===== config.mk =====
export PLATFORM = sky130hd
export DESIGN_NAME = branch_predictor
export DESIGN_NICKNAME = d
export VERILOG_FILES = /design/src/rtl/branch_predictor.sv
export SDC_FILE = /design/constraint.sdc
export NUM_CORES = 1
export LEC_CHECK = 0
export CELL_PAD_IN_SITES_DETAIL_PLACEMENT = 0
export CELL_PAD_IN_SITES_GLOBAL_PLACEMENT = 2
export CORE_UTILIZATION = 40
export CTS_CLUSTER_DIAMETER = 50
export DETAILED_ROUTE_END_ITERATION = 8
export DONT_BUFFER_PORTS = 1
export GPL_ROUTABILITY_DRIVEN = 0
export PLACE_DENSITY = 0.85
export SKIP_CTS_REPAIR_TIMING = 1
export SYNTH_ARGS = -nofsm -noshare
export SYNTH_HDL_FRONTEND = slang
export SYNTH_SLANG_ARGS = --single-unit

===== constraint.sdc =====
create_clock -name clk -period 3.9 [get_ports clk]
set_input_delay 0.78 -clock clk [delete_from_list [all_inputs] [get_ports clk]]
set_output_delay 0.78 -clock clk [all_outputs]
set_load 0.05 [all_outputs]

===== src/rtl/branch_predictor.sv =====
// Direct-mapped BTB with 2-bit counters, registered redirect and stats.
// Ports: clk, rst, fetch_pc/pred_*, res_*, mispredict, redirect_pc, counts.
module branch_predictor #(
  parameter int         IDX_W     = 3,
  parameter logic [1:0] CTR_ALLOC = 2'b10
) (
  input  logic        clk,
  input  logic        rst,
  input  logic [15:0] fetch_pc,
  output logic        pred_taken,
  output logic [15:0] pred_target,
  input  logic        res_valid,
  input  logic [15:0] res_pc,
  input  logic        res_taken,
  input  logic [15:0] res_target,
  input  logic [15:0] res_fallthru,
  input  logic        res_pred_taken,
  input  logic [15:0] res_pred_target,
  output logic        mispredict,
  output logic [15:0] redirect_pc,
  output logic [15:0] br_count,
  output logic [15:0] mp_count
);

  localparam int N     = 1 << IDX_W;
  localparam int TAG_W = 16 - IDX_W - 1;

  logic             valid  [N];
  logic [TAG_W-1:0] tag    [N];
  logic [15:0]      target [N];
  logic [1:0]       ctr    [N];

  logic [IDX_W-1:0] f_idx;
  logic [TAG_W-1:0] f_tag;
  logic             f_hit;
  logic [IDX_W-1:0] r_idx;
  logic [TAG_W-1:0] r_tag;
  logic             r_hit;
  logic [15:0]      next_pc;
  logic             mp_cond;
  logic             unused;

  assign unused = res_pred_taken;

  assign f_idx = fetch_pc[IDX_W:1];
  assign f_tag = fetch_pc[15:IDX_W+1];
  assign f_hit = valid[f_idx] && (tag[f_idx] == f_tag);

  assign pred_taken  = f_hit && ctr[f_idx][1];
  assign pred_target = pred_taken ? target[f_idx]
                                  : fetch_pc + 16'd2;

  assign r_idx = res_pc[IDX_W:1];
  assign r_tag = res_pc[15:IDX_W+1];
  assign r_hit = valid[r_idx] && (tag[r_idx] == r_tag);

  assign next_pc = res_taken ? res_target : res_fallthru;
  assign mp_cond = res_valid && (next_pc != res_pred_target);

  always_ff @(posedge clk) begin
    if (rst) begin
      for (int i = 0; i < N; i++) begin
        valid[i]  <= 1'b0;
        tag[i]    <= '0;
        target[i] <= '0;
        ctr[i]    <= '0;
      end
    end else if (res_valid) begin
      unique case (1'b1)
        r_hit: begin
          if (res_taken) begin
            target[r_idx] <= res_target;
            if (ctr[r_idx] != 2'd3)
              ctr[r_idx] <= ctr[r_idx] + 2'd1;
          end else if (ctr[r_idx] != 2'd0) begin
            ctr[r_idx] <= ctr[r_idx] - 2'd1;
          end
        end
        !r_hit && res_taken: begin
          valid[r_idx]  <= 1'b1;
          tag[r_idx]    <= r_tag;
          target[r_idx] <= res_target;
          ctr[r_idx]    <= CTR_ALLOC;
        end
        default: ;
      endcase
    end
  end

  always_ff @(posedge clk) begin
    if (rst) begin
      mispredict  <= 1'b0;
      redirect_pc <= '0;
      br_count    <= '0;
      mp_count    <= '0;
    end else begin
      mispredict <= mp_cond;
      if (mp_cond)
        redirect_pc <= next_pc;
      if (res_valid && br_count != 16'hFFFF)
        br_count <= br_count + 16'd1;
      if (mp_cond && mp_count != 16'hFFFF)
        mp_count <= mp_count + 16'd1;
    end
  end

endmodule


# --- Yosys cells after proc, flatten, opt, wreduce, memory -nomap -nowiden ---
# Memory sizes are Yosys's and may differ from the RTL's.
# Cells that the tools add are included.
# Widths: inputs -> output; s select.
word_totals:
  reg_bits: 49
  mem_bits_rw: 248
  in_bits: 85
  output_inout_bits: 66
  wordCells: 75
  n_memories: 4
classes:
  add_sub_neg: 5
  n_eq_ne: 6
  muxes: 40
  bitwise_logic: 3
  n_reduce_logical: 13
memory_table:
  columns: ["name", "depth", "width", "rd", "rd_ports_with_merged_regs", "write_ports", "line_no", "source"]
  rows:
  - ["target", 8, 16, 1, 0, 8, "30", "logic [15:0] target [N];"]
  - ["tag", 8, 12, 2, 0, 8, "29", "logic [TAG_W-1:0] tag [N];"]
  - ["ctr", 8, 2, 2, 0, 8, "31", "logic [1:0] ctr [N];"]
  - ["valid", 8, 1, 2, 0, 8, "28", "logic valid [N];"]
ops:
  columns: ["operator", "count"]
  rows:
  - ["$mux 16", 4]
  - ["$add 16x1->16 const B", 2]
  - ["$ne 16x16->1 const B", 2]
  - ["$mux 1", 28]
  - ["$eq 12x12->1", 2]
  - ["$add 16x2->16 const B", 1]
  - ["$ne 16x16->1", 1]
  - ["$reduce_or 16->1", 1]
  - ["$mux 12", 1]
  - ["$mux 3", 4]
  - ["$reduce_or 12->1", 1]
  - ["$logic_and 1x1->1", 7]
  - ["$mux 2", 3]
  - ["$or 1x1->1", 3]
  - ["$add 2x1->2 const B", 1]
  - ["$ne 2x2->1 const B", 1]
  - ["$reduce_bool 2->1", 1]
  - ["$reduce_or 2->1", 1]
  - ["$sub 2x1->2 const B", 1]
  - ["$logic_not 1->1", 1]
  - ["$reduce_or 1->1", 1]

# --- Logic depth before layout (Yosys ltp) ---
# Gate-level depths: netlist of the first run.
# An unclocked memory read counts as a cell.
logic_depth:
  depth_word: 12
  depth_mapped: 12
  mapped_depth_nobuf: 9

# --- Worst setup path after synthesis of the first run ---
# OpenSTA, ideal clock, no wires.
synth_path:
  path_type: "input -> output"
  startpoint: "in fetch_pc[1]"
  endpoint: "out pred_target[4]"
  t_arrival_ns: 4.032
  t_required_ns: 3.120
  slack_ns: -0.912
  cell_stages: 10
  n_path_buf: 2
  cell_sequence: "buf_2 -> buf_2 -> mux4_2 -> mux2i_1 -> xor2_1 -> nand3_1 -> or3_1 -> nor3_2 -> a21oi_1 -> o21ai_0"
synth_via:
  elab_chain_len: 5
  word_cells_on_any_way: 9
  cone_classes: "add/sub: 1; eq/ne: 1; mux: 1; reduce/logical: 2; memory: 4"
synth_lines:
  columns: ["element", "line_no", "source"]
  rows:
  - ["start: declaration", "9", "input logic [15:0] fetch_pc,"]
  - ["$mem_v2 8x12", null, null]
  - ["$eq 12x12->1", "47", "assign f_hit = valid[f_idx] && (tag[f_idx] == f_tag);"]
  - ["$logic_and 1x1->1", "47", null]
  - ["$logic_and 1x1->1", "49", "assign pred_taken = f_hit && ctr[f_idx][1];"]
  - ["$mux 16 *", "50", "assign pred_target = pred_taken ? target[f_idx]"]
  - ["end: declaration", "11", "output logic [15:0] pred_target,"]
# Every way passes the cells marked *; elsewhere a longest branch is shown, timed or not.

==> out/results.ini, run 1 <==
[global_route]
grt_first_pass_wirelength_um=63000
global_route.usage.met1_pct=28.5
track_usage_pct=21.7
globalRoute.totalOverflow=0
grt_busiest_layer=met2
global_route.usage.met2_pct=36.2
global_route.usage.met3_pct=4.84
largest_net_degree_at_the_start_of_global_routing=97
grt_antenna_before_repair=0
first_global_vias=10100

[logic_synthesis]
post_synth_main_area_contributors=sky130_fd_sc_hd__edfxtp_1, sky130_fd_sc_hd__mux4_2, sky130_fd_sc_hd__dfxtp_1, sky130_fd_sc_hd__and2_1, sky130_fd_sc_hd__mux2i_1
syn_avg_cell_area_um2=12.7
synth.mux.area_fraction_pct=15.0
postSynth.topFlopCell=sky130_fd_sc_hd__edfxtp_1
syn-cell-area_um2=15200
synthesized_area_fraction_occupied_by_ao_oa_aoi_and_oai_cells_pct=6.08
combinational_family_with_the_most_area_after_synthesis=simple AND/OR/NAND/NOR gates
synth-seq-area-share_pct=54.9
synth_fp_nets=1285
synth_cells=1197
post-synth-top-area-cell=sky130_fd_sc_hd__edfxtp_1
synth-simple-area-share_pct=17.0
synth_fa_ha_area_share_pct=0.247
ys_ff_latch=297
post_synth_num_cell_types=56
synth_async_sr_flop_share_pct=0
synth-edff-count=240
synth.yosys.warnings=0
synth_top_area_share_pct=47.4
synth_xor_xnor_area_share_pct=4.09

[power_and_ir_drop]
power.share.switching_pct=23.4
p_leak_nw=6.60
power.density_nw_per_um2=435
internal_power_mw=5.95
report.power.total_mw=7.77
power.sequential.fraction_pct=47.8
p_sw_mw=1.82
power_frac_comb_pct=9.2
share_clk_of_total_power_pct=43.0
ir_drop_mv=0.483

[timing]
timing.slew.headroom_pct=36.3
post-route-min-period_ps=4160
final_min_period_over_clock_period_pct=107
timing.fmax_mhz=241
timing.final.hold_violations=0
skew_ps=27.2
finalWorstSetupSlack_ps=-257
final_max_slew_viol_count=0
rsz0062_at_grt=true
tightest_slew_ps=953
report.final.setup_viol=16

[clock_tree]
clkTransAtPathRegs_ps=60
cts_num_sinks=297
cts_max_path_buffers=3
clock_tree.htree_level_count=2
cts_buffers=35
ctsRootBufferMaster=sky130_fd_sc_hd__clkbuf_16
tritoncts=built
insertion_delay_ps=540

[die]
placeableCoreArea_um2=37500
io_pins=151
fp-row-count=71
die_x_um=197
fp.dieArea_um2=38800
initial_core_util_pct=40.5
die_h_um=197

[detailed_routing]
drc=0
detail-route-antenna-nets=0
total_via_count_after_detailed_routing=10200
first_pass_iters=5
routed_via_density=5.75
wl_um=42100
drt_iter0_drcs=927
post_drt_wl_per_cell_um=23.9

[min_path]
hold_path.startpoint=rst
hold-path-endpoint=mp_count[9]
min_path_cells=1
worst_hold_path_type=in -> reg

[finish]
layout-drive-gt1-share_pct=21.6
multi_input_comb_area_um2=6800
leading_cell_type_in_the_layout_fill_and_taps_excluded=sky130_fd_sc_hd__edfxtp_1
area_growth_syn_to_layout_pct=17.6
final-seq-area_um2=8350
final_cell_area_um2=17900
fillerInstances=3326
final_net_count=1316
final_cell_mix=sky130_fd_sc_hd__edfxtp_1, sky130_fd_sc_hd__and2_1, sky130_fd_sc_hd__and3_1, sky130_fd_sc_hd__mux4_2, sky130_fd_sc_hd__mux2i_1

[critical_path]
timing.critical_path.arrival_ps=3380
worstPathRequired_ps=3120
worstPathMaxFanout=6
cp-end-kind=primary output
r2r_end=tag[1][10]
regToRegStartpoint=tag[6][2]
critPathLaunchType=flip-flop
regToRegSetupSlack_ps=600
critical_path_class=reg -> out
reg2reg_depth=9

[placement]
hpwl_um=27300
placed_area_um2=16400
numPortBuffers=0
place_worst_setup_slack_ps=-314

[run]
drv.max_cap_violation_count=0

[status]
run_status=finished, violations left
violations=negative setup slack

==> area by class of cell <==
type | instances | area share (%)
clock inverter | 18 | 1.25
sequential | 297 | 46.7
multi-input combinational | 808 | 38.0
timing repair buffer | 76 | 4.78
clock buffer | 46 | 5.37
inverter | 10 | 0.210
antenna | 1 | 0.0140
tap | 511 | 3.58
==> state kept, by name (all words and copies together), names as in the netlist <==
signal,flops
mp_count,16
ctr,16
target,128
br_count,16
redirect_pc,16
mispredict,1
tag,96
valid,8
==> Yosys cell counts, drive strengths merged (3+ instances only) <==
library cell  instances
edfxtp              240
and2                133
and3                104
mux2i                70
mux4                 69
nor2                 68
dfxtp                57
clkbuf               50
nand2                41
xnor2                41
a21oi                38
buf                  32
xor2                 30
nor3                 24
nand3                22
o21ai                22
a311oi               17
nor4                 13
nor2b                11
or2                  11
a21o                  9
inv                   9
a221oi                8
a41o                  8
nand4                 8
or3                   8
a22oi                 7
a22o                  6
a211oi                4
and4                  4
o2111ai               4
ha                    3
nand3b                3
nor4b                 3
or4                   3
==> through the flow <==
stage / utilization [%] / cells / setup TNS, ps / hold WS (ps)
3_5_place_dp: 43.8 / 1698 / -2710 / 477
5_1_grt: 47.6 / 1766 / -3860 / 312
4_1_cts: 47.0 / 1762 / -4900 / 306
3_3_place_gp: 43.8 / 1698 / -2200 / 465
6_report: 47.6 / 1767 / -2080 / 330
2_1_floorplan: - / 1197 / -519 / 443
==> critical path: stages (launching register included) <==
cell and delay [ps]:
sky130_fd_sc_hd__edfxtp_1 400, sky130_fd_sc_hd__mux4_2 510, sky130_fd_sc_hd__mux2i_2 190, sky130_fd_sc_hd__buf_4 160
sky130_fd_sc_hd__xor2_2 160, sky130_fd_sc_hd__o2111ai_2 150, sky130_fd_sc_hd__or4_4 600, sky130_fd_sc_hd__buf_6 160
sky130_fd_sc_hd__nand2_2 70, sky130_fd_sc_hd__a21boi_4 190, sky130_fd_sc_hd__mux2i_4 90, sky130_fd_sc_hd__buf_12 150
==> routing by layer <==
metal,share of wire (%),vias to the layer above,wire (um)
met4,1.9,0,814
met5,0,-,0
li1,-,4605,-
met3,7.4,62,3110
met1,42,5138,17700
met2,49,359,20600
==> worst max path at each step <==
stage	from	to	slack, ps	depth (start not counted)
6_report	tag[7][3]	pred_target[3]	-260	11
3_3_place_gp	fetch_pc[1]	pred_target[15]	-240	11
3_5_place_dp	fetch_pc[1]	pred_target[12]	-310	11
5_1_grt	tag[6][7]	pred_target[12]	-350	11
4_1_cts	tag[7][3]	pred_target[12]	-450	11
2_1_floorplan	fetch_pc[2]	pred_target[4]	-70	10
==> power groups by stage <==
stage                     clock, mW  combinational (mW)  sequential [mW]
final                          3.34               0.716             3.72
after global routing           3.51               0.761             3.73
after CTS                      3.40               0.694             3.72
after detailed placement          0               0.691             3.78
after global placement            0               0.685             3.77
after floorplan                   0               0.540             3.75
==> logic make-up after synthesis <==
| logic type | Yosys count |
|---|---|
| XOR/XNOR | 71 |
| AO/OA/AOI/OAI | 133 |
| buffers and inverters | 92 |
| adder cells (fa/ha/maj) | 3 |
| AND/OR/NAND/NOR | 460 |
| multiplexers | 141 |
| flip-flops | 297 |
Power figures use the tool's default switching activity.
==> run 2: changes to the inputs <==
Settings changed: GPL_ROUTABILITY_DRIVEN 0 to unset, SKIP_CTS_REPAIR_TIMING 1 to unset.
==> out/results.ini, run 2 (synthesis results as in run 1) <==
[global_route]
largest_net_degree_at_the_start_of_global_routing=97  ; unchanged
grt_antenna_before_repair=0  ; unchanged
globalRoute.totalOverflow=0  ; unchanged
track_usage_pct=21.8  ; +0.093 points
grt_first_pass_wirelength_um=63300  ; +0.55%
first_global_vias=10200  ; +0.89%

[clock_tree]
clkTransAtPathRegs_ps=60  ; about the same
ctsRootBufferMaster=sky130_fd_sc_hd__clkbuf_16
insertion_delay_ps=540  ; about the same
cts.hold.buffers_added=0
cts_buffers=35  ; unchanged
cts_num_sinks=297  ; unchanged
clock_tree.htree_level_count=2  ; unchanged
tritoncts=built
cts_max_path_buffers=3  ; unchanged

[power_and_ir_drop]
p_sw_mw=1.82  ; -0.25%
power.share.switching_pct=23.4  ; -0.043 points
internal_power_mw=5.95  ; about the same
power.sequential.fraction_pct=47.8  ; about the same
p_leak_nw=6.62  ; +0.22%
ir_drop_mv=0.483  ; about the same
power_frac_comb_pct=9.2  ; about the same
power.density_nw_per_um2=435  ; about the same
share_clk_of_total_power_pct=43.0  ; about the same

[timing]
skew_ps=29.4  ; +2.17 ps
timing.final.hold_violations=0  ; unchanged
timing.slew.headroom_pct=36.6  ; +0.31 points
timing.fmax_mhz=242  ; +0.61%
rsz0062_at_grt=true
final_min_period_over_clock_period_pct=106  ; -0.65 points
tightest_slew_ps=948  ; -4.65 ps
fin_tns_setup_ps=-2590  ; -507 ps
post-route-min-period_ps=4130  ; -25.4 ps
finalWorstSetupSlack_ps=-231  ; +25.4 ps
report.final.setup_viol=16  ; unchanged
final_max_slew_viol_count=0  ; unchanged

[detailed_routing]
drc=0  ; unchanged
post_drt_wl_per_cell_um=23.8  ; -0.31%
wl_um=42100  ; about the same
total_via_count_after_detailed_routing=10200  ; -0.098%
routed_via_density=5.73  ; -0.32%
detail-route-antenna-nets=0  ; unchanged
first_pass_iters=6  ; +1
drt_iter0_drcs=819  ; -12%

[critical_path]
critPathLaunchType=flip-flop
timing.critical_path.arrival_ps=3350  ; -30 ps
critical_path_class=reg -> out
worstPathMaxFanout=6  ; unchanged
worstPathRequired_ps=3120  ; about the same
cp-end-kind=primary output

[finish]
postLayoutCoreUtil_pct=47.6  ; about the same
leading_cell_type_in_the_layout_fill_and_taps_excluded=sky130_fd_sc_hd__edfxtp_1
final_cell_mix=sky130_fd_sc_hd__edfxtp_1, sky130_fd_sc_hd__and2_1, sky130_fd_sc_hd__and3_1, sky130_fd_sc_hd__mux4_2, sky130_fd_sc_hd__mux2i_1
final_net_count=1320  ; +0.30%
number_of_flip_flops_under_the_largest_register_name=128  ; unchanged
area_growth_syn_to_layout_pct=17.6  ; about the same
largest-register=target
layout-drive-gt1-share_pct=21.6  ; about the same
largest_registers=target (128), tag (96)

[status]
run_status=finished, violations left
violations=negative setup slack

[die]
io_pins=151  ; unchanged
initial_core_util_pct=40.5  ; unchanged
die_x_um=197  ; unchanged
placeableCoreArea_um2=37500  ; unchanged
fp-row-count=71  ; unchanged
fp.dieArea_um2=38800  ; unchanged
die_h_um=197  ; unchanged

[placement]
numPortBuffers=0  ; unchanged
gp_routability_congestion=0.791
hpwl_um=27300  ; unchanged

[min_path]
worst_hold_path_type=in -> reg

[run]
drv.max_cap_violation_count=0  ; unchanged

-- run 2: cell types whose count changed in the layout (fill, tap and decap cells not counted) --
cell / before / now
sky130_fd_sc_hd__a21oi_4: 9 / 8
sky130_fd_sc_hd__o21ai_2: 9 / 8
sky130_fd_sc_hd__mux2i_4: 2 / 1
sky130_fd_sc_hd__xor2_2: 4 / 2
sky130_fd_sc_hd__a21oi_2: 5 / 6
sky130_fd_sc_hd__mux2i_2: 2 / 3
sky130_fd_sc_hd__buf_4: 47 / 49
sky130_fd_sc_hd__xor2_1: 26 / 28
sky130_fd_sc_hd__o21ai_1: 0 / 1
sky130_fd_sc_hd__buf_6: 9 / 11
-- run 2: worst paths after layout --
check	endpoint	startpoint	depth (start not counted)	slack [ps]
max reg2reg	ctr[0][0]	tag[6][2]	9	600
max	pred_target[3]	tag[6][7]	13	-230
min reg2reg	valid[2]	valid[2]	1	490
min	br_count[11]	rst	1	330
-- run 2: layout make-up --
| cell class | count | area, um^2 |
|---|---|---|
| flip-flops and latches | 297 | 8350 |
| clock buffers | 46 | 958 |
| repair buffers | 80 | 892 |
| diodes | 1 | 2.50 |
| clock inverters | 18 | 224 |
| multi-input cells | 808 | 6760 |
| well taps | 511 | 639 |
| inverters | 10 | 37.5 |
| fillers | 3331 | 19600 |
-- run 2: per-layer routing --
layer	global-route usage [%]	share of wire, %	routed length [um]	up-vias
met2	36.5	49	20600	365
li1	-	-	-	4614
met1	28.6	41	17400	5111
met4	5.57	2.0	847	0
met5	0	0	0	-
met3	4.79	7.8	3270	64
-- run 2: per-stage QoR --
| step | worst slack (ps) | cells | cell area, um^2 | hold WS [ps] | power, mW |
|---|---|---|---|---|---|
| 2_1_floorplan | -69.1 | 1197 | 15400 | 443 | 4.29 |
| 3_3_place_gp | -244 | 1698 | 16400 | 465 | 4.46 |
| 3_5_place_dp | -314 | 1698 | 16400 | 477 | 4.47 |
| 4_1_cts | -235 | 1767 | 17800 | 306 | 7.83 |
| 5_1_grt | -359 | 1770 | 17900 | 312 | 8.00 |
| 6_report | -231 | 1771 | 17900 | 329 | 7.77 |
-- run 2: power by group through the flow --
stage / clock network, mW / registers [mW] / logic, mW
6_report: 3.34 / 3.72 / 0.713
5_1_grt: 3.51 / 3.73 / 0.759
4_1_cts: 3.40 / 3.72 / 0.709
3_5_place_dp: 0 / 3.78 / 0.691
3_3_place_gp: 0 / 3.77 / 0.685
2_1_floorplan: 0 / 3.75 / 0.540
-- run 2: repair_timing --
action / CTS / global route
pin swaps: 6 / 6
buffers inserted: 5 / 2
cloned: 0 / 1
gates resized for setup: 21 / 16
setup endpoints to repair: 16 / 16
-- run 2: critical path: stages (launching register included) --
cell	delay (ps)
sky130_fd_sc_hd__edfxtp_1	390
sky130_fd_sc_hd__mux4_2	480
sky130_fd_sc_hd__mux2i_2	200
sky130_fd_sc_hd__buf_4	170
sky130_fd_sc_hd__xor2_2	170
sky130_fd_sc_hd__buf_4	140
sky130_fd_sc_hd__nand2_4	40
sky130_fd_sc_hd__or3_4	380
sky130_fd_sc_hd__nor3_4	130
sky130_fd_sc_hd__buf_6	160
sky130_fd_sc_hd__buf_12	140
sky130_fd_sc_hd__a21boi_4	60
sky130_fd_sc_hd__mux2i_4	180
sky130_fd_sc_hd__buf_12	160
